**config.mk**
```make
export PLATFORM = sky130hd
export DESIGN_NAME = truth_table_sweeper_flat
export DESIGN_NICKNAME = d
export VERILOG_FILES = /design/src/rtl/truth_table_sweeper_if.sv /design/src/rtl/truth_table_sweeper.sv /design/src/flat_wrapper.sv
export SDC_FILE = /design/constraint.sdc
export NUM_CORES = 1
export LEC_CHECK = 0
export CORE_MARGIN = 4
export CORE_UTILIZATION = 40
export DETAILED_ROUTE_END_ITERATION = 16
export PLACE_DENSITY = 0.72
export SLEW_MARGIN = 20
export SYNTH_ARGS = -nofsm -noshare
export SYNTH_HDL_FRONTEND = slang
export SYNTH_SLANG_ARGS = --single-unit
```
**constraint.sdc**
```tcl
create_clock -name clk -period 3.04 [get_ports clk]
set_input_delay 0.304 -clock clk [delete_from_list [all_inputs] [get_ports clk]]
set_output_delay 0.304 -clock clk [all_outputs]
set_load 0.03 [all_outputs]
```
**src/rtl/truth_table_sweeper_if.sv**
```systemverilog
// Host/gate-side signal bundle for truth_table_sweeper.
// The sweeper takes the slave view; the host controller and DUT gate together form the master.
interface truth_table_sweeper_if;
  logic       start;
  logic       abort;
  logic       dut_out;
  logic       in1;
  logic       in2;
  logic       in3;
  logic       busy;
  logic       done;
  logic [7:0] table_bits;
  logic [7:0] mismatch;
  logic       pass;
  logic [7:0] pass_count;

  modport master (
    output start, abort, dut_out,
    input  in1, in2, in3, busy, done, table_bits, mismatch, pass, pass_count
  );

  modport slave (
    input  start, abort, dut_out,
    output in1, in2, in3, busy, done, table_bits, mismatch, pass, pass_count
  );
endinterface

```
**src/rtl/truth_table_sweeper.sv**
```systemverilog
// Steps a 3-input gate through rows 000..111, holds each row SETTLE_CYCLES cycles,
// samples the gate output, and grades the 8-bit truth table against EXPECTED.
module truth_table_sweeper #(
  parameter int         SETTLE_CYCLES = 16,
  parameter int         CNT_W         = 16,
  parameter logic [7:0] EXPECTED      = 8'hCC
) (
  input logic                  clk,
  input logic                  rst,
  truth_table_sweeper_if.slave bus
);
  typedef enum logic [1:0] {IDLE, SETTLE, SAMPLE, DONE} state_t;

  localparam logic [CNT_W-1:0] CNT_LD = CNT_W'(SETTLE_CYCLES - 1);

  state_t           state, state_n;
  logic [2:0]       row, row_n;
  logic [2:0]       stim, stim_n;
  logic [CNT_W-1:0] cnt, cnt_n;
  logic [7:0]       tbl, tbl_n;
  logic [7:0]       mm, mm_n;
  logic [7:0]       pcnt, pcnt_n;
  logic             pass_q, pass_n;

  always_ff @(posedge clk) begin
    if (rst) begin
      state  <= IDLE;
      row    <= '0;
      stim   <= '0;
      cnt    <= '0;
      tbl    <= '0;
      mm     <= '0;
      pcnt   <= '0;
      pass_q <= 1'b0;
    end else begin
      state  <= state_n;
      row    <= row_n;
      stim   <= stim_n;
      cnt    <= cnt_n;
      tbl    <= tbl_n;
      mm     <= mm_n;
      pcnt   <= pcnt_n;
      pass_q <= pass_n;
    end
  end

  always_comb begin
    state_n = state;
    row_n   = row;
    cnt_n   = cnt;
    tbl_n   = tbl;
    mm_n    = mm;
    pcnt_n  = pcnt;
    pass_n  = pass_q;
    case (state)
      IDLE: begin
        if (bus.start && !bus.abort) begin
          tbl_n   = '0;
          mm_n    = '0;
          pass_n  = 1'b0;
          row_n   = '0;
          cnt_n   = CNT_LD;
          state_n = SETTLE;
        end
      end
      SETTLE: begin
        if (bus.abort)        state_n = IDLE;
        else if (cnt == '0)   state_n = SAMPLE;
        else                  cnt_n   = cnt - 1'b1;
      end
      SAMPLE: begin
        // Capture happens even when abort lands on this cycle.
        tbl_n[3'd7 - row] = bus.dut_out;
        if (bus.abort) begin
          state_n = IDLE;
        end else if (row == 3'd7) begin
          state_n = DONE;
          mm_n    = tbl_n ^ EXPECTED;
          pass_n  = (tbl_n == EXPECTED);
          if (tbl_n == EXPECTED && pcnt != 8'hFF) pcnt_n = pcnt + 8'd1;
        end else begin
          row_n   = row + 3'd1;
          cnt_n   = CNT_LD;
          state_n = SETTLE;
        end
      end
      DONE:    state_n = IDLE;
      default: state_n = IDLE;
    endcase
    // Stimulus is registered from the next-state so it lines up with SETTLE/SAMPLE.
    stim_n = (state_n == SETTLE || state_n == SAMPLE) ? row_n : 3'b000;
  end

  assign bus.in1        = stim[2];
  assign bus.in2        = stim[1];
  assign bus.in3        = stim[0];
  assign bus.busy       = (state == SETTLE) || (state == SAMPLE);
  assign bus.done       = (state == DONE);
  assign bus.table_bits = tbl;
  assign bus.mismatch   = mm;
  assign bus.pass       = pass_q;
  assign bus.pass_count = pcnt;
endmodule
```
**src/flat_wrapper.sv**
```systemverilog
// flat-port wrapper written by rule: the top's interface ports become plain ports
module truth_table_sweeper_flat 
#(
  parameter int         SETTLE_CYCLES = 16,
  parameter int         CNT_W         = 16,
  parameter logic [7:0] EXPECTED      = 8'hCC
)
  (clk, rst, bus_start, bus_abort, bus_dut_out, bus_in1, bus_in2, bus_in3, bus_busy, bus_done, bus_table_bits, bus_mismatch, bus_pass, bus_pass_count);
  truth_table_sweeper_if bus_i ();
  input logic clk;
  input logic rst;
  input wire logic [$bits(bus_i.start)-1:0] bus_start;
  input wire logic [$bits(bus_i.abort)-1:0] bus_abort;
  input wire logic [$bits(bus_i.dut_out)-1:0] bus_dut_out;
  output wire logic [$bits(bus_i.in1)-1:0] bus_in1;
  output wire logic [$bits(bus_i.in2)-1:0] bus_in2;
  output wire logic [$bits(bus_i.in3)-1:0] bus_in3;
  output wire logic [$bits(bus_i.busy)-1:0] bus_busy;
  output wire logic [$bits(bus_i.done)-1:0] bus_done;
  output wire logic [$bits(bus_i.table_bits)-1:0] bus_table_bits;
  output wire logic [$bits(bus_i.mismatch)-1:0] bus_mismatch;
  output wire logic [$bits(bus_i.pass)-1:0] bus_pass;
  output wire logic [$bits(bus_i.pass_count)-1:0] bus_pass_count;
  assign bus_i.start = bus_start;
  assign bus_i.abort = bus_abort;
  assign bus_i.dut_out = bus_dut_out;
  assign bus_in1 = bus_i.in1;
  assign bus_in2 = bus_i.in2;
  assign bus_in3 = bus_i.in3;
  assign bus_busy = bus_i.busy;
  assign bus_done = bus_i.done;
  assign bus_table_bits = bus_i.table_bits;
  assign bus_mismatch = bus_i.mismatch;
  assign bus_pass = bus_i.pass;
  assign bus_pass_count = bus_i.pass_count;
  truth_table_sweeper #(.SETTLE_CYCLES(SETTLE_CYCLES), .CNT_W(CNT_W), .EXPECTED(EXPECTED)) u_core (.clk(clk), .rst(rst), .bus(bus_i));
endmodule
```
==> flow_summary.toml, run 1 <==
[logic_synthesis]
synth_edf_count = 0
ys_top_cells_by_area = "dfxtp_1, nor2_1, xnor2_1"
postSynthCellCount = 324
ys_ff_latch = 49
syn_nets = 336
syn_area_um2 = 2710
post_synth.cell_area_avg_um2 = 8.38
async_reset_ff_share_pct = 0
ys_seq_area_share_pct = 36.1
synth_top_area_share_pct = 36.1
synth_area_leader_cell = "dfxtp_1"
post_synth_num_cell_types = 57
yosys_warnings = 0
synth-main-ff-cell = "dfxtp_1"

[cells_and_area]
drive_gt1_share_pct = 8.71
layout.cells.most_common = "nor2_1"
fillers = 627
utilization_pct = 49.7
insertedDiodeCount = 0
final_cell_mix = "nor2_1, dfxtp_1, clkdlybuf4s50_1"
syn2layout_area_growth_pct = 18.3
fin_nets = 367

[grt]
grt_pass1_wl_mm = 10.4
grt_pass1_vias = 2263
grt_overflow = 0
grtUsageTotal_pct = 15.0
grt_start_max_net_pins = 41
antenna_found_initial = 0

[power_and_ir_drop]
irDropWorstVdd_mv = 0.560
p_leak_nw = 1.16
p_int_mw = 1.48
combPwrFrac_pct = 47.6
power_switching_mw = 1.07
pwr-share-seq_pct = 34.1
p_clk_share_pct = 18.4
total_power_mw = 2.55
p_per_area_nw_per_um2 = 794
swShare_pct = 42.0

[critical_path]
critPathRequiredTime_ps = 3280
cp-end-kind = "register"
worstReg2RegEnd = "u_core.bus.mismatch[6]"
crit_arrival_ps = 2950
critical_path_class = "reg -> reg"
r2r_start = "u_core.state[0]"
crit_start = "u_core.state[0]"
r2r_setup_slack_ps = 330
start_kind = "register"
worstPathMaxFanout = 12
r2r_cells = 7
endpoint = "u_core.bus.mismatch[6]"

[clocking]
clk_transition_reported_paths_ps = 90
cts_max_path_buffers = 2
cts_made_buffers = 5
htreeDepth = 2
clk-insertion-delay-late_ps = 300
cts_tree = "done"
cts_num_sinks = 49
ctsHoldBuffers = 0
cts_root_buffer = "clkbuf_8"
cts_setup_buffers = 0
cts_resized = 0

[detailed_routing]
routedWlPerCell_um = 14.2
first_pass_iters = 5
wl_mm = 6.13
num_vias = 2418
drt_iter0_drc = 99
ant_nets = 0
drc = 0
via_per_inst = 5.58

[hold_path]
min_path_type = "reg -> reg"

[sta]
tns_ps = 0
min_period_over_period_pct = 89.1
clock_skew_ps = 11.4
slew_headroom_pct = 24.3
worst_pin_slew_ps = 1130
setup_violations = 0
fmax_mhz = 369
slew_violations = 0
min_period_ps = 2710
setup_ws_ps = 331
rsz0062_at_grt = "no"
finalHoldViolCount = 0

[floorplan]
std_cell_rows = 29
io-pin-count = 35
core-area_um2 = 6460
die_area_um2 = 8170
die_w_um = 90.4
start_util_pct = 42.0
die_h_um = 90.4

[run_status]
status = "completed"

[place]
dp_hpwl_mm = 4.31
pre_cts_ws_ps = 238
gp_congestion = 0.800
io_buffers = 34

[run]
cap_violations = 0
==> layout make-up <==
type / count / area [µm²] / area share (%)
clock buffer: 5 / 68.8 / 2.14
clock inverter: 3 / 43.8 / 1.36
inverter: 11 / 41.3 / 1.29
multi-input combinational: 244 / 1560 / 48.7
sequential: 49 / 981 / 30.6
tap: 77 / 96.3 / 3.00
timing repair buffer: 44 / 415 / 12.9
==> worst min path at each step <==
stage / startpoint / endpoint / slack, ps / depth (start not counted)
2_1_floorplan: u_core.cnt[0] / u_core.cnt[0] / 450 / 1
3_3_place_gp: u_core.bus.mismatch[1] / u_core.bus.mismatch[1] / 440 / 2
3_5_place_dp: u_core.bus.mismatch[1] / u_core.bus.mismatch[1] / 450 / 2
4_1_cts: u_core.bus.mismatch[1] / u_core.bus.mismatch[1] / 460 / 2
5_1_grt: u_core.bus.mismatch[5] / u_core.bus.mismatch[5] / 480 / 2
6_report: u_core.bus.mismatch[1] / u_core.bus.mismatch[1] / 460 / 2
==> cells in the mapped netlist, types with 5 or more instances <==
cell type and number:
xnor2_1 15, nand2_1 10, nor2b_1 7, nand3_1 13, a22oi_1 10, nor3_1 11, mux2i_1 6, inv_1 11
dfxtp_1 49, nor2_1 51, nand2b_1 6, nor3b_1 7, nand3b_1 5, nor4_1 10, ha_1 7, a21oi_1 25
clkbuf_1 10
==> logic make-up after synthesis <==
group / Yosys count / share of synthesized area [%]
flops: 49 / 36.1
compound gates: 73 / 18.3
fa+ha+maj: 7 / 3.23
simple gates: 139 / 27.4
mux: 10 / 3.87
xor+xnor: 15 / 4.84
buf+inv: 31 / 6.22
==> layer usage <==
layer  GRT usage (%)  routed length (µm)
met1            18.8                2950
met2            26.1                2900
met3            2.83                 235
met4            4.72                  36
met5               0                   0
==> worst max-delay path, stage by stage, from the launching register on <==
cell     delay [ps]
dfxtp_1         420
inv_1           130
ha_1            360
inv_1           200
o21ai_1         230
nor3_1          960
a22oi_1         220
nor2_1          130
==> power by group through the flow <==
stage	Clock [mW]	Combinational, mW	Sequential, mW
floorplan	0	0.959	0.843
global placement	0	1.18	0.876
detailed placement	0	1.20	0.881
CTS	0.482	1.21	0.866
global route	0.515	1.36	0.885
finish	0.468	1.21	0.869
==> flip-flops by register name (all words and copies together), names as in the netlist <==
name,count
u_core.cnt,16
u_core.bus.mismatch,8
u_core.bus.table_bits,8
u_core.bus.pass_count,8
u_core.state,2
u_core.row,3
u_core.bus.pass,1
u_core.stim,3
==> stage by stage <==
stage	cell area, µm²	hold WS [ps]	std cells
4_1_cts	3210	462	433
3_3_place_gp	3100	442	425
3_5_place_dp	3100	449	425
2_1_floorplan	2710	452	324
5_1_grt	3210	476	433
6_report	3210	456	433
No activity file was read; power rests on OpenSTA's default activity.
==> inputs of run 2 (changes only) <==
- CAP_MARGIN: not set -> 20
==> results of run 2 <==
Same layout as run 1: the final DEF is identical, and so are final timing and power.
==> inputs of run 3 (changes only) <==
- ABC_CLOCK_PERIOD_IN_PS: not set -> 3040
- SLEW_MARGIN: 20 -> not set
==> results of run 3 <==
Same layout as run 1: the final DEF is identical, and so are final timing and power.
